[src/rtl/itof_pkg.sv]
// Shared constants for the integer/float conversion blocks: rounding-mode
// encodings and IEEE-754 single-precision field geometry.
package itof_pkg;

  localparam logic RM_RNE = 1'b0;
  localparam logic RM_RTZ = 1'b1;

  localparam int EXP_W  = 8;
  localparam int FRAC_W = 23;
  localparam int BIAS   = 127;

endpackage

[src/rtl/lzc.sv]
// Parametrised leading-zero counter built as a binary combine tree.
// count = W when the input is all zeros.
module lzc #(
  parameter int W  = 32,
  parameter int CW = $clog2(W + 1)
) (
  input  logic [W-1:0]  data,
  output logic [CW-1:0] count,
  output logic          all_zero
);

  localparam int L = $clog2(W);
  localparam int P = 1 << L;

  logic [P-1:0] padded;
  logic [L-1:0] cnt [0:L][0:P-1];
  logic         zf  [0:L][0:P-1];

  // Padding with ones below the operand keeps non-zero counts exact for any W.
  always_comb begin
    padded = '1;
    padded[P-1 -: W] = data;
    for (int k = 0; k <= L; k++) begin
      for (int i = 0; i < P; i++) begin
        cnt[k][i] = '0;
        zf[k][i]  = 1'b0;
      end
    end
    for (int i = 0; i < P; i++) begin
      zf[0][i] = ~padded[i];
    end
    for (int k = 1; k <= L; k++) begin
      for (int i = 0; i < (P >> k); i++) begin
        zf[k][i]  = zf[k-1][2*i] & zf[k-1][2*i+1];
        cnt[k][i] = zf[k-1][2*i+1] ? (cnt[k-1][2*i] | (L'(1) << (k - 1)))
                                   : cnt[k-1][2*i+1];
      end
    end
    all_zero = (data == '0);
    count    = all_zero ? CW'(W) : CW'(cnt[L][0]);
  end

endmodule

[src/rtl/itof_pipe.sv]
// Pipelined integer-to-FP32 converter: operand register, then sign/abs,
// normalise and round/pack stages, all advancing together under a global stall.
module itof_pipe
  import itof_pkg::*;
#(
  parameter int IN_W = 32
) (
  input  logic            clk,
  input  logic            rstn,
  input  logic            in_valid,
  output logic            in_ready,
  input  logic [IN_W-1:0] in_data,
  input  logic            in_unsigned,
  input  logic            in_rm,
  output logic            out_valid,
  input  logic            out_ready,
  output logic [31:0]     out_data,
  output logic            out_inexact
);

  localparam int ZW = $clog2(IN_W + 1);
  localparam int XW = IN_W - 1 + FRAC_W + 2;

  // Handshake: a word moves on a rising edge where valid and ready are both
  // high; valid never depends on ready, and in_ready is high exactly when the
  // whole pipe advances (output slot empty or being consumed).
  logic advance;
  assign advance  = !out_valid || out_ready;
  assign in_ready = advance;

  logic            v0, v1, v2;
  logic [IN_W-1:0] d0;
  logic            uns0, rm0;
  logic            sign1, rm1;
  logic [IN_W-1:0] mag1;
  logic            sign2, zero2, rm2;
  logic [EXP_W-1:0] exp2;
  logic [IN_W-1:0] norm2;

  logic            sign_c;
  logic [IN_W-1:0] mag_c;
  assign sign_c = !uns0 && d0[IN_W-1];
  assign mag_c  = sign_c ? -d0 : d0;

  logic [ZW-1:0]    lz;
  logic             zero_c;
  logic [IN_W-1:0]  norm_c;
  logic [EXP_W-1:0] exp_c;

  lzc #(.W(IN_W), .CW(ZW)) u_lzc (
    .data     (mag1),
    .count    (lz),
    .all_zero (zero_c)
  );

  assign norm_c = mag1 << lz;
  assign exp_c  = EXP_W'(IN_W - 1) - EXP_W'(lz);

  logic [XW-1:0]     ext;
  logic [FRAC_W-1:0] frac;
  logic              g, s, up;
  logic [FRAC_W+1:0] mant;
  logic [EXP_W-1:0]  exp_b;
  logic [31:0]       packed_c;
  logic              inexact_c;

  always_comb begin
    ext       = {norm2[IN_W-2:0], {(FRAC_W + 2){1'b0}}};
    frac      = ext[XW-1 -: FRAC_W];
    g         = ext[XW-1-FRAC_W];
    s         = |ext[XW-2-FRAC_W:0];
    up        = (rm2 == RM_RNE) && g && (s || frac[0]);
    mant      = {1'b0, norm2[IN_W-1], frac} + (FRAC_W + 2)'(up);
    // Top two mantissa bits are 01, or 10 after a rounding carry: adding them
    // to BIAS-1 gives the biased exponent including the carry bump.
    exp_b     = exp2 + EXP_W'(BIAS - 1) + EXP_W'(mant[FRAC_W+1:FRAC_W]);
    inexact_c = !zero2 && (g || s);
    packed_c  = zero2 ? '0 : {sign2, exp_b, mant[FRAC_W-1:0]};
  end

  always_ff @(posedge clk or negedge rstn) begin
    if (!rstn) begin
      v0          <= 1'b0;
      v1          <= 1'b0;
      v2          <= 1'b0;
      out_valid   <= 1'b0;
      out_data    <= '0;
      out_inexact <= 1'b0;
    end else if (advance) begin
      v0        <= in_valid;
      v1        <= v0;
      v2        <= v1;
      out_valid <= v2;
      if (v2) begin
        out_data    <= packed_c;
        out_inexact <= inexact_c;
      end
    end
  end

  always_ff @(posedge clk) begin
    if (advance) begin
      d0    <= in_data;
      uns0  <= in_unsigned;
      rm0   <= in_rm;
      sign1 <= sign_c;
      mag1  <= mag_c;
      rm1   <= rm0;
      sign2 <= sign1;
      zero2 <= zero_c;
      exp2  <= exp_c;
      norm2 <= norm_c;
      rm2   <= rm1;
    end
  end

endmodule

[config.mk]
export PLATFORM = sky130hd
export DESIGN_NAME = itof_pipe
export DESIGN_NICKNAME = d
export VERILOG_FILES = /design/src/rtl/itof_pkg.sv /design/src/rtl/lzc.sv /design/src/rtl/itof_pipe.sv
export SDC_FILE = /design/constraint.sdc
export NUM_CORES = 1
export LEC_CHECK = 0
export ABC_AREA = 1
export CAP_MARGIN = 20
export CELL_PAD_IN_SITES_DETAIL_PLACEMENT = 1
export CELL_PAD_IN_SITES_GLOBAL_PLACEMENT = 1
export CORE_MARGIN = 1
export CORE_UTILIZATION = 48
export CTS_CLUSTER_DIAMETER = 150
export DETAILED_ROUTE_END_ITERATION = 16
export PLACE_DENSITY = 0.87
export SYNTH_ARGS = -nofsm -noshare
export SYNTH_HDL_FRONTEND = slang
export SYNTH_SLANG_ARGS = --single-unit
[constraint.sdc]
create_clock -name clk -period 11.3 [get_ports clk]
set_clock_uncertainty 0.1 [all_clocks]
set_input_delay 2.825 -clock clk [delete_from_list [all_inputs] [get_ports clk]]
set_output_delay 2.825 -clock clk [all_outputs]
set_load 0.005 [all_outputs]
Word level (Yosys, flattened, before mapping). Cells that the tools add are included.

Memories kept: 0. Logic and storage cells: 127. Memory bits (read-only): 0. Output and inout port bits: 35. Latch bits: 0. Flip-flop bits (word level): 148. Input bits: 38. Memory bits (writable): 0.

Mux-type cells: 34. Equal/unequal tests: 0. Magnitude comparators: 0. $mul: 0. $add $sub $neg: 5. Div/mod/pow operators: 0. Reduce and logical (&&, ||, !) cells: 13. Shifts and indexed selects: 1. Bitwise operators: 57.

Operators with widths (number): 32-bit two-way mux (2); 5-bit two-way mux (8); 32-bit zero test (1); 32-bit negation (1); 32-bit by 6-bit << shifter with 32-bit output (1); 1-bit NOT (31); 1-bit bitwise AND (26); 24-bit by 1-bit adder with 25-bit output (1); 1-bit two-way mux (16); 8-bit by 2-bit adder with 8-bit output (1); 8-bit by 7-bit adder with 8-bit output (second input constant) (1); 2-bit two-way mux (4); 4-bit two-way mux (2); 7-bit OR reduction (1); 5-bit by 6-bit subtractor with 7-bit output (first input constant) (1); 6-bit two-way mux (1); 1-bit logical AND (4); 1-bit zero test (3); 1-bit logical OR (3); 3-bit two-way mux (1); 2-bit AND reduction (1).

Depth between registers and ports, before layout. Gate-level depths: netlist of run 1.

Depth in word-level cells: 8. Mapped depth: 25. Mapped depth without buffers: 25.

Hierarchy. From an unflattened synthesis of run 1, not the netlist that was laid out.

Cells, all modules: 1091. Area total of the unflattened synthesis: 8677.1 um^2.

Modules (own cells, without submodules): itof_pipe (cells each 998, area each 8206.6 um^2, times used 1); lzc (cells each 93, area each 470.5 um^2, times used 1).

Worst setup path before layout of run 1. No wires, ideal clock.

Path type: input to output. Start point: in out_ready. End point: out in_ready. Path slack: 3.298 ns. Stages on the path: 2. Data arrival time: 5.077 ns. Path through: nor2_1 -> inv_1.

Longest elaborated chain between the ends: 1.

RTL lines: start: declaration (RTL line itof_pipe.sv:16) `input logic out_ready,`; 1-bit logical OR (RTL line itof_pipe.sv:28) `assign advance = !out_valid || out_ready;`; end: declaration (RTL line itof_pipe.sv:11) `output logic in_ready,`.

No other way between the ends.

Worst setup path in the final report of run 1. Same ends and word-level chain as after synthesis.

==> results.yml, run 1 <==
floorplanning:
  row_count: 47
  coreArea_um2: 16800
  die_x_um: 134
  start_util_pct: 49.7
  top_level_ports: 73
  die_area_um2: 17900
  die_y_um: 134
placed_design:
  dp_hpwl_mm: 16.1
  io_buffers: 72
  place.gp.congestion: 0.881
routing:
  routed_wl_mm: 22.4
  ant_nets: 0
  drc: 0
  vias: 7185
  dr.pass1.iters: 5
  avgViaCountPerCell: 5.65
  drtIter0Drc: 431
  wl_per_cell_um: 17.6
critical_path:
  ff2ff_path_depth: 24
  endpoint_kind: "output port"
  crit_required_ns: 8.38
  path_class: "primary input to output port"
  critPathMaxFanout: 38
  crit_arrival_ns: 4.34
  critPathLaunchType: "primary input"
sta:
  rsz0062_at_grt: "no"
  slew_viol_final: 0
  relSlewSlack_pct: 35.7
  min_period_ns: 7.26
  fin_setup_tns_ns: 0
  hold_violations: 0
  tightest_slew_ns: 0.964
  timing.final.crit_share_pct: 64.3
  setup_viol: 0
  timing.fmax_mhz: 138
clocking:
  path_clk_slew_ns: 0.07
  cts_tree: "built"
  cts_sinks: 145
  cts_buffer_depth: 2
  postCtsSetupBuffers: 0
  hold_buffers: 0
  insertion_delay_ns: 0.43
  cts_made_buffers: 17
  postCtsResizedCells: 0
  root_buffer: "clkbuf_16"
  h-tree-depth: 4
min_path:
  hold_path.class: "register to register"
  hold_depth: 0
grt:
  grt_usage_pct: 27.1
  grt-ovfl-total: 0
  grt_max_degree: 78
  grt_pass1_vias: 7659
  grt_pass1_wl_mm: 37.9
  antenna_found_initial: 0
synth:
  ys_ff_latch: 145
  yosysTopAreaCell: "edfxtp_1"
  syn_area_um2: 8360
  yosysMostFrequentCell: "nand2_1"
  synth_flop_cell: "edfxtp_1"
  ys_seq_area_share_pct: 49.9
  syn_avg_cell_area_um2: 8.55
  ys_types: 46
  ys_warn_count: 0
  synth_commonest_cells: "nand2_1, nand3_1, edfxtp_1"
  syn-num-nets: 1025
  synth_edf_count: 108
  syn_inst: 977
  synth.area.top_cells: "edfxtp_1, nand3_1, dfrtp_1, nand2_1, nor2_1"
  yosys.area.top_type_share_pct: 38.8
  async_flop_share_pct: 25.5
finish:
  antenna_cells: 0
  area_growth_syn_to_layout_pct: 17.1
  nets: 1087
  final_layout_size_suffix_gt1_share_pct: 8.56
run:
  maxCapViolCount: 0
power:
  powerDensity_nw_per_um2: 302
  vdd_ir_drop_max_v: 0.000127
  power.leakage_nw: 4.22
  power_mw: 2.96
status:
  status: "finished, final reports clean"
[stage by stage]
step	instances	setup WS (ns)	hold slack (ns)	utilization, %	instance area (µm²)
2_1_floorplan	977	3.30	0.300	-	8360
3_3_place_gp	1240	4.05	0.304	54.6	9190
3_5_place_dp	1240	4.03	0.306	54.6	9190
4_1_cts	1272	4.03	0.318	58.2	9790
5_1_grt	1272	3.95	0.337	58.2	9790
6_report	1272	4.04	0.324	58.2	9790
[where the power goes]
part | internal [mW] | switching (mW) | total (mW)
sequential | 0.870 | 0.161 | 1.03
clock | 0.333 | 0.239 | 0.572
combinational | 0.486 | 0.866 | 1.35
total | 1.69 | 1.27 | 2.96
[state kept, by name, summed over array words and instances, names as in the netlist]
signal       cells
d0              32
mag1            32
norm2           32
out_data        32
exp2             6
out_inexact      1
out_valid        1
rm0              1
rm1              1
rm2              1
sign1            1
sign2            1
uns0             1
v0               1
v1               1
v2               1
[metal layers]
metal	track usage, %	vias to the layer above	part of all wire, %
li1	-	3460	-
met5	0	-	0
met3	3.82	49	3.4
met2	46.6	188	51
met4	13.7	0	3.3
met1	33.2	3488	43
[final cells by class]
class                           count  area [µm²]
Clock buffer                       20         479
Clock inverter                     12         120
Sequential cell                   145        4170
Multi-Input combinational cell    705        3640
Tap cell                          220         275
Timing Repair Buffer               77         753
Fill cell                        2007        7030
Inverter                           93         354
[critical path, cell delays in order]
cell	delay, ns
clkdlybuf4s50_1	0.45
nor2_1	0.09
inv_4	0.33
clkdlybuf4s50_1	0.59
[final timing paths]
check	slack (ns)	endpoint	start
max	4.04	in_ready	out_ready
min	0.32	rm1	rm0
max reg2reg	7.04	out_data[30]	rm2
min reg2reg	0.32	rm1	rm0
max in group asynchronous	8.16	out_data[7]	rstn
min in group asynchronous	2.40	out_data[29]	rstn
[placed cells by master (no fill, tap or decap), drive strengths merged]
cell,instances
a31oi,5
o211ai,1
buf,6
a22o,8
clkdlybuf4s50,71
inv,96
bufinv,1
nand2b,1
dfrtp,37
nand4,13
and3,1
fa,1
nand2,230
nor4,6
nand3,196
xor2,17
nor2,101
clkbuf,20
a211oi,1
a32o,3
xnor2,15
a21oi,23
nor3,16
o21ai,45
clkinvlp,1
nand3b,2
clkinv,7
ha,9
o31ai,6
a21boi,1
or2,4
edfxtp,108
[cells by family after synthesis]
family          Yosys count  synth area share (%)
flops                   145                  49.9
simple gates            570                  32.0
compound gates           93                  6.60
buf+inv                 127                  6.57
xor+xnor                 32                  3.35
fa+ha+maj                10                  1.59
No activity file was read; power rests on OpenSTA's default activity.
==> run 2: changes to the inputs <==
--- a/config.mk
+++ b/config.mk
@@ -10,10 +10,10 @@
 export CELL_PAD_IN_SITES_DETAIL_PLACEMENT = 1
 export CELL_PAD_IN_SITES_GLOBAL_PLACEMENT = 1
 export CORE_MARGIN = 1
-export CORE_UTILIZATION = 48
+export CORE_UTILIZATION = 44
 export CTS_CLUSTER_DIAMETER = 150
 export DETAILED_ROUTE_END_ITERATION = 16
-export PLACE_DENSITY = 0.87
+export PLACE_DENSITY = 0.81
 export SYNTH_ARGS = -nofsm -noshare
 export SYNTH_HDL_FRONTEND = slang
 export SYNTH_SLANG_ARGS = --single-unit
==> constraint.sdc (replaced) <==
create_clock -name clk -period 7.3 [get_ports clk]
set_clock_uncertainty 0.1 [all_clocks]
set_input_delay 1.825 -clock clk [delete_from_list [all_inputs] [get_ports clk]]
set_output_delay 1.825 -clock clk [all_outputs]
set_load 0.005 [all_outputs]
==> results.yml, run 2 (synthesized netlist as in run 1, its figures left out) <==
clocking:
  postCtsResizedCells: 0
  cts_tree: "built"
  cts_buffer_depth: 2
  path_clk_slew_ns: 0.07
  insertion_delay_ns: 0.42
  h-tree-depth: 4
  postCtsSetupBuffers: 0
  hold_buffers: 0
  root_buffer: "clkbuf_16"
  cts_sinks: 145
  cts_made_buffers: 17
critical_path:
  rr_endpoint: "out_data[30]"
  critPathLaunchType: "primary input"
  critPathMaxFanout: 39
  r2r_setup_slack_ns: 3.02
  crit_required_ns: 5.38
  ff2ff_path_depth: 24
  path_class: "primary input to output port"
  endpoint_kind: "output port"
  worstReg2RegStart: "rm2"
  crit_arrival_ns: 3.44
finish:
  area_growth_syn_to_layout_pct: 17.4
  nFillCells: 2194
  final_cells: 1287
  multi_input_area_um2: 3640
  ff_latch_area_um2: 4170
  most-common-layout-cells: "nand2_1, nand3_1, edfxtp_1, nor2_1, inv_1"
  utilization_pct: 52.6
  final_layout_size_suffix_gt1_share_pct: 8.74
  final_common_cell: "nand2_1"
  nets: 1088
  antenna_cells: 0
sta:
  tightest_slew_ns: 0.974
  setup_viol: 0
  setup_slack_ns: 1.93
  min_period_ns: 5.37
  relSlewSlack_pct: 34.6
  timing.final.crit_share_pct: 73.5
  hold_violations: 0
  timing.fmax_mhz: 186
  rsz0062_at_grt: "no"
  slew_viol_final: 0
  fin_setup_tns_ns: 0
routing:
  routed_wl_mm: 20.8
  wl_per_cell_um: 16.2
  avgViaCountPerCell: 5.43
  dr.pass1.iters: 4
  vias: 6993
  drc: 0
  drtIter0Drc: 285
  ant_nets: 0
min_path:
  holdPathEnd: "rm1"
  hold_depth: 0
  hold_path.class: "register to register"
  min-delay-start: "rm0"
power:
  vdd_ir_drop_max_v: 0.000213
  power.leakage_nw: 4.23
  power_mw: 4.53
  powerDensity_nw_per_um2: 462
status:
  status: "finished, final reports clean"
placed_design:
  place.gp.congestion: 0.867
  dp_hpwl_mm: 15.6
  io_buffers: 72
  post-place-ws_ns: 1.94
  dp_cells: 1255
floorplanning:
  start_util_pct: 44.8
  coreArea_um2: 18600
  top_level_ports: 73
  die_y_um: 140
  row_count: 50
  die_x_um: 140
  die_area_um2: 19600
run:
  maxCapViolCount: 0
grt:
  grt_pass1_vias: 7271
  grt_pass1_wl_mm: 35.6
  grt-ovfl-total: 0
  grt_usage_pct: 22.8
  antenna_found_initial: 0
  grt_max_degree: 48
==> run 2: critical path, cell delays in order <==
cell and delay (ns):
clkdlybuf4s50_1 0.40, nor2_1 0.37, inv_4 0.28, clkdlybuf4s50_1 0.54
==> run 2: worst max-delay path by stage <==
| stage | from | to | slack (ns) | cells past startpoint |
|---|---|---|---|---|
| 2_1_floorplan | out_ready | in_ready | 1.30 | 2 |
| 3_3_place_gp | out_ready | in_ready | 1.98 | 4 |
| 3_5_place_dp | out_ready | in_ready | 1.94 | 4 |
| 4_1_cts | out_ready | in_ready | 1.92 | 4 |
| 5_1_grt | out_ready | in_ready | 1.82 | 4 |
| 6_report | out_ready | in_ready | 1.93 | 4 |
==> run 2: layout make-up <==
cell class	instances	share of cell area, %
clock inverter	14	1.44
inverter	93	3.61
multi-input combinational	705	37.1
sequential	145	42.5
clock buffer	18	4.59
tap	234	2.99
timing repair buffer	78	7.76
==> run 2: metal layers <==
| metal | vias to the layer above | GRT usage [%] | wire length (µm) |
|---|---|---|---|
| li1 | 3450 | - | - |
| met1 | 3369 | 29.0 | 9340 |
| met2 | 143 | 39.5 | 10400 |
| met3 | 31 | 2.79 | 565 |
| met4 | 0 | 9.25 | 510 |
| met5 | - | 0 | 0 |
==> run 2: through the flow <==
step,instance area [µm²],hold WS [ns]
3_5_place_dp,9220,0.309
3_3_place_gp,9220,0.303
2_1_floorplan,8360,0.300
4_1_cts,9810,0.319
5_1_grt,9810,0.331
6_report,9810,0.319
==> run 2: where the power goes <==
| group | internal [mW] | switching [mW] | leakage, nW |
|---|---|---|---|
| registers | 1.34 | 0.244 | 1.55 |
| logic | 0.753 | 1.31 | 2.38 |
| clock network | 0.502 | 0.373 | 0.292 |
| total | 2.60 | 1.93 | 4.23 |
